### src/rtl/dialysis_pkg.sv
// Shared state encoding, parameter defaults and counter helpers for the
// dialysis supervisor and its debouncer.
package dialysis_pkg;

  localparam int DEF_N_WARN       = 4;
  localparam int DEF_N_CRIT       = 3;
  localparam int DEF_DEB_CYC      = 4;
  localparam int DEF_WARN_TIMEOUT = 64;
  localparam int DEF_PRIME_CYC    = 16;

  localparam int CNT_W = 16;
  localparam int DEB_W = 8;

  typedef enum logic [2:0] {
    ST_IDLE      = 3'd0,
    ST_PRIME     = 3'd1,
    ST_NORMAL    = 3'd2,
    ST_WARNING   = 3'd3,
    ST_EMERGENCY = 3'd4
  } state_t;

  // Saturating increment: a stuck counter is safer than one that wraps to zero.
  function automatic logic [CNT_W-1:0] sat_inc(input logic [CNT_W-1:0] v);
    return (v == '1) ? v : v + 1'b1;
  endfunction

endpackage

### src/rtl/dialysis_debounce.sv
// Single-channel debouncer: the output follows the raw input only after
// DEB_CYC consecutive samples disagree with the current debounced value.
module dialysis_debounce
  import dialysis_pkg::*;
#(
  parameter int DEB_CYC = DEF_DEB_CYC
) (
  input  logic clk,
  input  logic rst_n,
  input  logic raw,
  output logic db
);

  localparam logic [DEB_W-1:0] DEB_LAST = DEB_W'(DEB_CYC - 1);

  logic [DEB_W-1:0] cnt;

  // Any sample equal to db breaks the run and restarts the count.
  always_ff @(posedge clk or negedge rst_n) begin
    if (!rst_n) begin
      db  <= 1'b0;
      cnt <= '0;
    end else if (raw == db) begin
      cnt <= '0;
    end else if (cnt == DEB_LAST) begin
      db  <= raw;
      cnt <= '0;
    end else begin
      cnt <= cnt + 1'b1;
    end
  end

endmodule

### src/rtl/dialysis_supervisor.sv
// Therapy supervisor FSM: prime, normal run, warning with timed escalation
// and a latched emergency that needs an explicit acknowledge to clear.
module dialysis_supervisor
  import dialysis_pkg::*;
#(
  parameter int N_WARN       = DEF_N_WARN,
  parameter int N_CRIT       = DEF_N_CRIT,
  parameter int DEB_CYC      = DEF_DEB_CYC,
  parameter int WARN_TIMEOUT = DEF_WARN_TIMEOUT,
  parameter int PRIME_CYC    = DEF_PRIME_CYC
) (
  input  logic              clk,
  input  logic              reset,
  input  logic              start_cmd,
  input  logic              stop_cmd,
  input  logic              ack_cmd,
  input  logic [N_WARN-1:0] warn_in,
  input  logic [N_CRIT-1:0] crit_in,
  output logic              pump_on,
  output logic              clamp_open,
  output logic [N_WARN-1:0] correct_en,
  output logic              alarm_warning,
  output logic              alarm_emergency,
  output logic [N_CRIT-1:0] crit_latched,
  output logic              esc_latched,
  output logic [2:0]        state_o
);

  localparam logic [CNT_W-1:0] PRIME_LAST = CNT_W'(PRIME_CYC - 1);
  localparam logic [CNT_W-1:0] WARN_LAST  = CNT_W'(WARN_TIMEOUT - 1);

  // Reset asserts asynchronously, releases after two clk edges.
  logic rst_meta, rst_n;
  always_ff @(posedge clk or negedge reset) begin
    if (!reset) begin
      rst_meta <= 1'b0;
      rst_n    <= 1'b0;
    end else begin
      rst_meta <= 1'b1;
      rst_n    <= rst_meta;
    end
  end

  logic [N_WARN-1:0] warn_db;
  for (genvar i = 0; i < N_WARN; i++) begin : g_deb
    dialysis_debounce #(.DEB_CYC(DEB_CYC)) u_deb (
      .clk  (clk),
      .rst_n(rst_n),
      .raw  (warn_in[i]),
      .db   (warn_db[i])
    );
  end

  // Commands share the critical-fault register stage so a stop and a fault
  // arriving together are arbitrated in the same cycle.
  logic [N_CRIT-1:0] crit_q;
  logic start_q, stop_q, ack_q;
  always_ff @(posedge clk or negedge rst_n) begin
    if (!rst_n) begin
      crit_q  <= '0;
      start_q <= 1'b0;
      stop_q  <= 1'b0;
      ack_q   <= 1'b0;
    end else begin
      crit_q  <= crit_in;
      start_q <= start_cmd;
      stop_q  <= stop_cmd;
      ack_q   <= ack_cmd;
    end
  end

  state_t           state;
  logic [CNT_W-1:0] prime_cnt, warn_cnt;

  always_ff @(posedge clk or negedge rst_n) begin
    if (!rst_n) begin
      state        <= ST_IDLE;
      prime_cnt    <= '0;
      warn_cnt     <= '0;
      crit_latched <= '0;
      esc_latched  <= 1'b0;
    end else if (|crit_q) begin
      state        <= ST_EMERGENCY;
      crit_latched <= crit_latched | crit_q;
      prime_cnt    <= '0;
      warn_cnt     <= '0;
    end else begin
      case (state)
        ST_IDLE: begin
          if (start_q) state <= ST_PRIME;
        end
        ST_PRIME: begin
          if (stop_q) begin
            state     <= ST_IDLE;
            prime_cnt <= '0;
          end else if (prime_cnt == PRIME_LAST) begin
            state     <= ST_NORMAL;
            prime_cnt <= '0;
          end else begin
            prime_cnt <= sat_inc(prime_cnt);
          end
        end
        ST_NORMAL: begin
          if (stop_q)        state <= ST_IDLE;
          else if (|warn_db) state <= ST_WARNING;
        end
        ST_WARNING: begin
          if (warn_cnt == WARN_LAST) begin
            state       <= ST_EMERGENCY;
            esc_latched <= 1'b1;
            warn_cnt    <= '0;
          end else if (stop_q) begin
            state    <= ST_IDLE;
            warn_cnt <= '0;
          end else if (!(|warn_db)) begin
            state    <= ST_NORMAL;
            warn_cnt <= '0;
          end else begin
            warn_cnt <= sat_inc(warn_cnt);
          end
        end
        ST_EMERGENCY: begin
          if (ack_q) begin
            state        <= ST_IDLE;
            crit_latched <= '0;
            esc_latched  <= 1'b0;
          end
        end
        default: state <= ST_IDLE;
      endcase
    end
  end

  // Moore decode: outputs depend only on registered state and warn_db.
  assign state_o         = state;
  assign pump_on         = (state == ST_PRIME) || (state == ST_NORMAL) || (state == ST_WARNING);
  assign clamp_open      = (state == ST_NORMAL) || (state == ST_WARNING);
  assign alarm_warning   = (state == ST_WARNING);
  assign alarm_emergency = (state == ST_EMERGENCY);
  assign correct_en      = (state == ST_WARNING) ? warn_db : '0;

endmodule

### config.mk
export PLATFORM = sky130hd
export DESIGN_NAME = dialysis_supervisor
export DESIGN_NICKNAME = d
export VERILOG_FILES = /design/src/rtl/dialysis_pkg.sv /design/src/rtl/dialysis_debounce.sv /design/src/rtl/dialysis_supervisor.sv
export SDC_FILE = /design/constraint.sdc
export NUM_CORES = 1
export LEC_CHECK = 0
export CELL_PAD_IN_SITES_DETAIL_PLACEMENT = 1
export CELL_PAD_IN_SITES_GLOBAL_PLACEMENT = 2
export CORE_AREA = 2 2 101 103
export CTS_CLUSTER_SIZE = 30
export DETAILED_ROUTE_END_ITERATION = 8
export DIE_AREA = 0 0 103 105
export DONT_BUFFER_PORTS = 1
export PLACE_DENSITY = 0.85
export SYNTH_ARGS = -nofsm -noshare
export SYNTH_HDL_FRONTEND = slang
export SYNTH_SLANG_ARGS = --single-unit
### constraint.sdc
create_clock -name clk -period 7.25 [get_ports clk]
set_input_delay 1.45 -clock clk [delete_from_list [all_inputs] [get_ports clk]]
set_output_delay 1.45 -clock clk [all_outputs]
set_load 0.01 [all_outputs]
# --- After elaboration in Yosys (flattened, before gate mapping) ---
# Cells that the tools add are included.
totals:
  register_bits: 83
  input_bits: 12
  out_inout_bits: 15
  wordCells: 112
op_classes:
  add_sub_neg: 6
  eq_ne: 25
  n_mux: 36
  n_bitwise: 6
  n_reduce_logical: 20
op_table:
  columns: ["cell", "n"]
  rows:
  - ["$mux 16", 11]
  - ["$mux 8", 8]
  - ["$mux 3", 12]
  - ["$add 16x1->16 const B", 2]
  - ["$add 8x1->8 const B", 4]
  - ["$eq 16x16->1 const B", 2]
  - ["$eq 8x2->1 const B", 4]
  - ["$eq 16x4->1 const B", 1]
  - ["$eq 16x6->1 const B", 1]
  - ["$pmux 3 s5", 1]
  - ["$reduce_and 2->1", 7]
  - ["$ne 4x4->1 const B", 3]
  - ["$reduce_bool 2->1", 5]
  - ["$eq 3x2->1 const B", 2]
  - ["$ne 5x4->1 const B", 1]
  - ["$ne 5x5->1 const B", 1]
  - ["$not 1->1", 5]
  - ["$reduce_and 5->1", 1]
  - ["$eq 1x1->1", 4]
  - ["$mux 4", 1]
  - ["$ne 2x1->1 const B", 2]
  - ["$reduce_and 4->1", 1]
  - ["$reduce_or 4->1", 1]
  - ["$eq 3x1->1 const B", 1]
  - ["other kinds (9)", 12]

# --- Logic depth before layout (Yosys ltp) ---
# Gate-level depths: netlist (run 1).
logic_depth:
  ltp_word: 7
  mapped_depth: 9
  ltp_nobuf: 7

# --- Hierarchy ---
# A second synthesis (run 1) with hierarchy kept.
unflattened:
  hier_cells: 415
  area_unflattened_um2: 4215.3
modules_own_cells:
  columns: ["module", "instances", "cells_each", "area_per_inst_um2", "seq_area_each_um2"]
  rows:
  - ["dialysis_supervisor", 1, 247, 2443.6, 1176.1]
  - ["dialysis_debounce", 4, 42, 442.9, 225.2]

# --- Worst setup path after synthesis (run 1) ---
# OpenSTA, ideal clock, no wires.
synth_timing:
  kind: "register to output"
  startpoint: "register state[2] (netlist: state_o[2])"
  endpoint: "output port correct_en[0]"
  t_arrival_ns: 1.275
  required_ns: 5.800
  slack_ns: 4.525
  stages_incl_launch_ff: 6
  path_buffers: 1
  cell_sequence: "dfrtp_1 -> clkbuf_1 -> nor2b_1 -> nand2_1 -> inv_2 -> and2_1"
synth_between:
  elab_chain_len: 2
synth_rtl:
  columns: ["item", "line_no", "text"]
  rows:
  - ["from (decl)", "dialysis_supervisor.sv:72", "state_t state;"]
  - ["from (signal assigned)", "dialysis_supervisor.sv:77", "state <= ST_IDLE;"]
  - ["from (signal assigned)", "dialysis_supervisor.sv:83", "state <= ST_EMERGENCY;"]
  - ["from (signal assigned)", "dialysis_supervisor.sv:90", "if (start_q) state <= ST_PRIME;"]
  - ["$eq 3x2->1", null, null]
  - ["via alarm_warning", "dialysis_supervisor.sv:22", "output logic alarm_warning,"]
  - ["$mux 4", "dialysis_supervisor.sv:140", "assign correct_en = (state == ST_WARNING) ? warn_db : '0;"]
  - ["to (decl)", "dialysis_supervisor.sv:21", "output logic [N_WARN-1:0] correct_en,"]
# The timed path passes the listed nets, and every way through them passes these cells.

# --- Worst setup path in the final report (run 1) ---
layout_timing:
  startpoint: "register state[1] (netlist: state_o[1])"
  endpoint: "output port correct_en[1]"
# The elaborated chain is that of the path after synthesis.

==> summary.md, run 1 <==
| Metric | Value |
|---|---|
| Final setup fails | 0 |
| Combinational power share | 12.2% |
| Share of cells above drive strength 1 | 7.71% |
| Core Footprint | 0.00964 mm^2 |
| Clock Latency Late Sink | 0.38 ns |
| Drt total wl | 9780 um |
| Clock share of power | 35.5% |
| Final setup margin | 3.93 ns |
| Starting Density | 43.7% |
| Synthesis Warnings | 0 |
| Cts hold-fix bufs | 0 |
| Vias in the first global route | 3512 |
| Count of cell types in the netlist | 62 |
| Die ar. | 0.0108 mm^2 |
| Clk_skew | 0.0161 ns |
| Min Clock Period, post-route | 3.32 ns |
| Startpoint types | flip-flop |
| Initial drt markers | 81 |
| HP Class | flip-flop to flip-flop |
| Main synth FF type | dfrtp_1 |
| Crit path DAT | 1.87 ns |
| Crit-path max cell delay | 0.55 ns |
| Worst path bufs/invs | 1 |
| WL met3 | 406 um |
| Number of max-cap violations | 0 |
| CTS Buffer Depth | 2 |
| Fillers | 1115 |
| Internal Power | 0.000765 W |
| Avg WL per Cell | 17.0 um |
| Setup crit end kind | output pin |
| Dpl hpwl | 6710 um |
| CTS buffer count | 9 |
| Total power | 0.00108 W |
| Sw Share | 29.1% |
| Max Clk Rate | 0.301 GHz |
| Gr ovfl total | 0 |
| Register area share after synthesis | 49.3% |
| WL met2 | 4620 um |
| Final-report max-slew violation count | 0 |
| # rows | 36 |
| Synth area leader | dfrtp_1 |
| Hold Fails Final Rpt | 0 |
| Die Ht | 105 um |
| Max VDD drop | 121 uV |
| Critical path class | flip-flop to output pin |
| Worst-path cell chain | nor2b_1 > nand2_1 > inv_2 > and2_1 |
| Area grow syn2layout | 8.55% |
| DR vias | 3296 |
| Post-Syn Area | 0.00422 mm^2 |
| M1 WL | 4550 um |
| Worst Tran Pin Value | 1.07 ns |
| Clk pin slew, worst setup/hold paths | 0.09 ns |
| Register bit total from synthesis | 83 |
| Psw | 0.000314 W |
| Critical Path RT | 5.80 ns |
| Via density | 5.74 |
| I/O pins | 27 |
| GPL Wtd Cong | 0.757 |
| Reg power frac | 52.4% |
| Most common cell after layout, fill and taps aside | dfrtp_1 |
| Worst-path fanout max | 8 |
| Largest delay contributor family on the critical path | simple AND/OR/NAND/NOR gates |
| Syn_nets | 453 |
| Uppermost routed layer | met4 |
| Number of antenna violations at the first check in global routing | 0 |
| Syn Inst Count | 435 |
| Area share of the largest cell type after synthesis | 49.3% |
| Routed Antenna Nets | 0 |
| Pre-CTS WS | 4.30 ns |
| Commonest cells after routing, fill and taps aside | dfrtp_1, nor2_1, nand2_1 |
| H-tree depth | 3 |
| Ys async rst share | 100% |
| Number of synthesized flops with an enable pin | 0 |
| ANT cells | 0 |
| Port Buffers | 0 |
| DRC | 0 |
| Gr usage total | 20.2% |
| Fin Setup TNS | 0 ns |
| CTS-repair resized insts | 0 |
| Largest net degree at the start of global routing | 82 |
| Status | complete, no violations |
| Nets | 454 |
| RSZ-0062 raised after global routing | no |
| First-pass GRT wire length | 17300 um |
| CTS tree | done |
| Postcts setup bufs | 0 |
| Fin crit share | 45.8% |
| Die X-Extent | 103 um |
| Synth top area cells | dfrtp_1, nor2_1, xor2_1, nand3_1, nand2_1 |
| Clk sinks | 83 |
| Worst slew margin | 28.4% |
| CP max stage cell | dfrtp_1 |
| P_leak | 1.87 nW |
| Drt first pass iters | 4 |
| Root Buffer | clkbuf_8 |
| PwrDens | 236 mW/mm^2 |
| Syn avg cell area | 9.69 um^2 |
[cells in the mapped netlist (8+ instances only)]
| cell type | instances |
|---|---|
| nand3_1 | 31 |
| dfrtp_1 | 83 |
| inv_1 | 10 |
| nor2_1 | 51 |
| o21ai_1 | 8 |
| o211ai_1 | 10 |
| or4_1 | 8 |
| xor2_1 | 21 |
| a21oi_1 | 19 |
| and3_1 | 15 |
| nand4_1 | 12 |
| and2_1 | 8 |
| nand2_1 | 36 |
[layer usage]
metal,global-route usage (%),up-vias
li1,-,1583
met1,26.6,1654
met2,31.5,47
met3,6.15,12
met4,6.48,0
met5,0,-
[final timing paths]
| path | slack [ns] | end | from | cells after the start |
|---|---|---|---|---|
| worst max-delay path | 3.93 | correct_en[1] | state_o[1] | 4 |
| worst min register to register | 0.36 | rst_n | rst_meta | 0 |
| worst max register to register | 4.49 | warn_cnt[10] | warn_cnt[0] | 6 |
| max in group asynchronous | 6.04 | g_deb[0].u_deb.cnt[0] | rst_n | 0 |
| worst min-delay path | 0.36 | rst_n | rst_meta | 0 |
| min in group asynchronous | 0.52 | crit_latched[0] | rst_n | 0 |
[registers in the layout, indices dropped and copies added, names as in the netlist]
signal,cells
g_deb.u_deb.cnt,32
prime_cnt,16
warn_cnt,16
g_deb.u_deb.db,4
crit_latched,3
crit_q,3
state_o,3
ack_q,1
esc_latched,1
rst_meta,1
rst_n,1
start_q,1
stop_q,1
[kinds of logic after synthesis]
| family | Yosys count | share of synthesized area, % |
|---|---|---|
| simple gates | 214 | 27.5 |
| xor+xnor | 28 | 5.82 |
| mux | 6 | 1.54 |
| other cells | 1 | 0.0890 |
| buf+inv | 23 | 2.20 |
| flops | 83 | 49.3 |
| fa+ha+maj | 6 | 1.78 |
| compound gates | 74 | 11.8 |
[layout make-up]
class / count / area (um^2) / area share, %
tap: 133 / 166 / 3.64
clock buffer: 11 / 141 / 3.09
timing repair buffer: 2 / 15.0 / 0.328
clock inverter: 5 / 85.1 / 1.86
sequential: 83 / 2080 / 45.5
multi-input combinational: 329 / 2050 / 44.7
inverter: 11 / 41.3 / 0.902
[metrics by stage]
stage | cells | hold WS [ns] | utilization [%] | cell area (um^2)
after floorplan | 435 | 0.331 | - | 4220
after global routing | 574 | 0.387 | 47.5 | 4580
after detailed placement | 558 | 0.339 | 45.1 | 4350
after CTS | 574 | 0.361 | 47.5 | 4580
final | 574 | 0.357 | 47.5 | 4580
after global placement | 558 | 0.337 | 45.1 | 4350
[power groups by stage]
stage	Clock [W]	Sequential, W	Combinational (W)
after floorplan	0	0.000555	0.000105
after global placement	0	0.000572	0.000129
after detailed placement	0	0.000575	0.000135
after CTS	0.000395	0.000566	0.000136
after global routing	0.000411	0.000575	0.000154
final	0.000383	0.000565	0.000131
[worst reg2reg max path: stages (launching register included)]
cell and delay [ns]:
dfrtp_1 0.44, ha_1 0.26, nand3_1 0.30, nor3_2 0.15, a211oi_2 0.89, nand2_1 0.31, o311ai_1 0.32
Note: power is estimated with default switching activity, not from simulation.
==> run 2: changes to the inputs <==
--- a/config.mk
+++ b/config.mk
@@ -7,12 +7,12 @@
 export LEC_CHECK = 0
 export CELL_PAD_IN_SITES_DETAIL_PLACEMENT = 1
 export CELL_PAD_IN_SITES_GLOBAL_PLACEMENT = 2
-export CORE_AREA = 2 2 101 103
+export CORE_AREA = 2 2 110 112
 export CTS_CLUSTER_SIZE = 30
 export DETAILED_ROUTE_END_ITERATION = 8
-export DIE_AREA = 0 0 103 105
+export DIE_AREA = 0 0 112 114
 export DONT_BUFFER_PORTS = 1
-export PLACE_DENSITY = 0.85
+export PLACE_DENSITY = 0.77
 export SYNTH_ARGS = -nofsm -noshare
 export SYNTH_HDL_FRONTEND = slang
 export SYNTH_SLANG_ARGS = --single-unit
==> constraint.sdc (replaced) <==
create_clock -name clk -period 2.7 [get_ports clk]
set_input_delay 0.54 -clock clk [delete_from_list [all_inputs] [get_ports clk]]
set_output_delay 0.54 -clock clk [all_outputs]
set_load 0.01 [all_outputs]
==> run 2 against run 1 <==
Effect of this change: count of clock-buffer cells in the layout fell by 1; non-clock buffer count up 12; highest routed layer unchanged; cell count grew 4.5%; critical path depth grew 2; clock skew fell by 0.0098 ns; sequential power increased to 2.7 times the previous value; worst hold slack got worse by 0.13 ns.
==> summary.md, run 2 (synthesis results as in run 1) <==
| Metric | Value |
|---|---|
| Worst-path cell chain | ha_1 > or4b_1 > nor4_4 > nor2_1 > or4b_1 > nand3_1 |
| Core Footprint | 0.0117 mm^2 (+21%) |
| CP max stage cell | nor2_1 |
| Fillers | 1350 (+21%) |
| DR vias | 3323 (+0.82%) |
| Largest register FFs | 32 (unchanged) |
| Worst-path fanout max | 13 (+5) |
| R2R setup slack | 0.30 ns (-4.19 ns) |
| Critical path class | flip-flop to flip-flop |
| Worst slew margin | 30.4% (+2.0 points) |
| Final-report max-slew violation count | 0 (unchanged) |
| Crit path DAT | 2.68 ns (+0.81 ns) |
| CTS buffer count | 9 (unchanged) |
| # rows | 40 (+11%) |
| Status | complete, no violations |
| Share of cells above drive strength 1 | 9.93% (+2.2 points) |
| Fin crit share | 89.1% |
| Die Ht | 114 um (+8.6%) |
| Max Clk Rate | 0.416 GHz |
| Routed Antenna Nets | 0 (unchanged) |
| Crit-path max cell delay | 0.73 ns (+0.18 ns) |
| Most common cell after layout, fill and taps aside | dfrtp_1 |
| Vias in the first global route | 3553 (+1.2%) |
| Nets | 466 (+2.6%) |
| Root Buffer | clkbuf_16 |
| First-pass GRT wire length | 18200 um (+5.2%) |
| H-tree depth | 3 (unchanged) |
| Commonest cells after routing, fill and taps aside | dfrtp_1, nor2_1, nand2_1 |
| Port Buffers | 0 (unchanged) |
| Cell mode on critical path | or4b_1 |
| Area grow syn2layout | 13.4% |
| Worst hold start | crit_in[1] |
| Drt first pass iters | 4 (unchanged) |
| Reg-to-reg endpoint | prime_cnt[14] |
| Min Clock Period, post-route | 2.40 ns |
| Setup crit end kind | flip-flop |
| Hold Fails Final Rpt | 0 (unchanged) |
| Die ar. | 0.0128 mm^2 (+18%) |
| HP Class | input pin to flip-flop |
| Final setup fails | 0 (unchanged) |
| Number of antenna violations at the first check in global routing | 0 (unchanged) |
| Die X-Extent | 112 um (+8.7%) |
| DRC | 0 (unchanged) |
| Clock Latency Late Sink | 0.34 ns (-0.04 ns) |
| P_leak | 1.96 nW (+4.9%) |
| PwrDens | 671 mW/mm^2 (+180%) |
| CTS Buffer Depth | 2 (unchanged) |
| Clk pin slew, worst setup/hold paths | 0.06 ns (-0.03 ns) |
| Worst Tran Pin Value | 1.04 ns (-0.0323 ns) |
| Drt total wl | 10600 um (+8.2%) |
| Gr usage total | 18.0% (-2.2 points) |
| I/O pins | 27 (unchanged) |
| Fin Setup TNS | 0 ns (unchanged) |
| Register name with the most flops | g_deb.u_deb.cnt |
| Biggest regs | g_deb.u_deb.cnt: 32 flops, prime_cnt: 16 flops, warn_cnt: 16 flops |
| Via density | 5.54 (-3.5%) |
| Startpoint types | flip-flop |
| ANT cells | 0 (unchanged) |
| GPL Wtd Cong | 0.802 (+6.0%) |
| Largest delay contributor family on the critical path | simple AND/OR/NAND/NOR gates |
| Worst path bufs/invs | 0 (-1) |
| CTS-repair resized insts | 0 (unchanged) |
| Total power | 0.00321 W (+200%) |
| Clk sinks | 83 (unchanged) |
| Final core occ | 40.8% (-6.7 points) |
| R2r startpoint | prime_cnt[0] |
| Clk_skew | 0.00629 ns (-0.00981 ns) |
| RSZ-0062 raised after global routing | no |
| Hold Path Depth | 0 (unchanged) |
| Avg WL per Cell | 17.6 um (+3.6%) |
| Starting Density | 36.0% (-7.7 points) |
| Worst Reg-to-Reg Cells | 6 (unchanged) |
| Critical Path RT | 2.97 ns (-2.83 ns) |
| Max VDD drop | 418 uV (+250%) |
| Hold Slack | 0.225 ns (-0.133 ns) |
| Largest net degree at the start of global routing | 47 (-43%) |
| Initial drt markers | 185 (+130%) |
| Dpl hpwl | 7550 um (+12%) |
| Worst hold endpoint | crit_q[1] |
| Number of max-cap violations | 0 (unchanged) |
| Gr ovfl total | 0 (unchanged) |
| CTS tree | done |
## run 2: area by class of cell
class | instances | area [um^2] | share of cell area [%]
flip-flops and latches | 83 | 2080 | 43.5
clock inverters | 6 | 90.1 | 1.89
repair buffers | 14 | 108 | 2.25
inverters | 11 | 41.3 | 0.864
clock buffers | 10 | 229 | 4.79
well taps | 147 | 184 | 3.85
multi-input cells | 329 | 2050 | 42.8
## run 2: per-layer routing
layer | global-route usage, % | vias up | part of all wire (%)
met2 | 30.3 | 38 | 49
li1 | - | 1604 | -
met4 | 4.55 | 0 | 1.1
met5 | 0 | - | 0
met3 | 5.47 | 9 | 3.4
met1 | 22.7 | 1672 | 46
## run 2: power by group
| group | internal [W] | switching, W | leakage (nW) | total (W) |
|---|---|---|---|---|
| logic | 0.000157 | 0.000231 | 0.721 | 0.000388 |
| clock network | 0.000810 | 0.000504 | 0.141 | 0.00131 |
| registers | 0.00136 | 0.000144 | 1.10 | 0.00150 |
| total | 0.00233 | 0.000880 | 1.96 | 0.00321 |
## run 2: worst register-to-register path, delay by kind of cell (launching register included)
kind,cells,cell delay [ns]
adder cells (fa/ha/maj),1,0.29
flip-flops,1,0.43
AND/OR/NAND/NOR,5,1.62
## run 2: worst max-delay path by stage
stage | cells after the start | start | to
floorplan | 0 | rst_n | ack_q
global placement | 6 | state_o[1] | warn_cnt[6]
detailed placement | 6 | state_o[1] | warn_cnt[6]
CTS | 6 | state_o[1] | warn_cnt[6]
global route | 6 | state_o[1] | warn_cnt[6]
finish | 6 | prime_cnt[0] | prime_cnt[14]
## run 2: timing repair
action,4_1_cts,5_1_grt
endpoints found under the hold margin,2,0
hold buffers,1,0
buffers inserted,0,0
## run 2: per-stage QoR
step                std cells  setup WS [ns]  area, um^2
finish                    600          0.295        4780
CTS                       600          0.274        4780
global route              600         0.0716        4780
global placement          583          0.337        4450
detailed placement        583          0.293        4450
floorplan                 435          0.217        4220
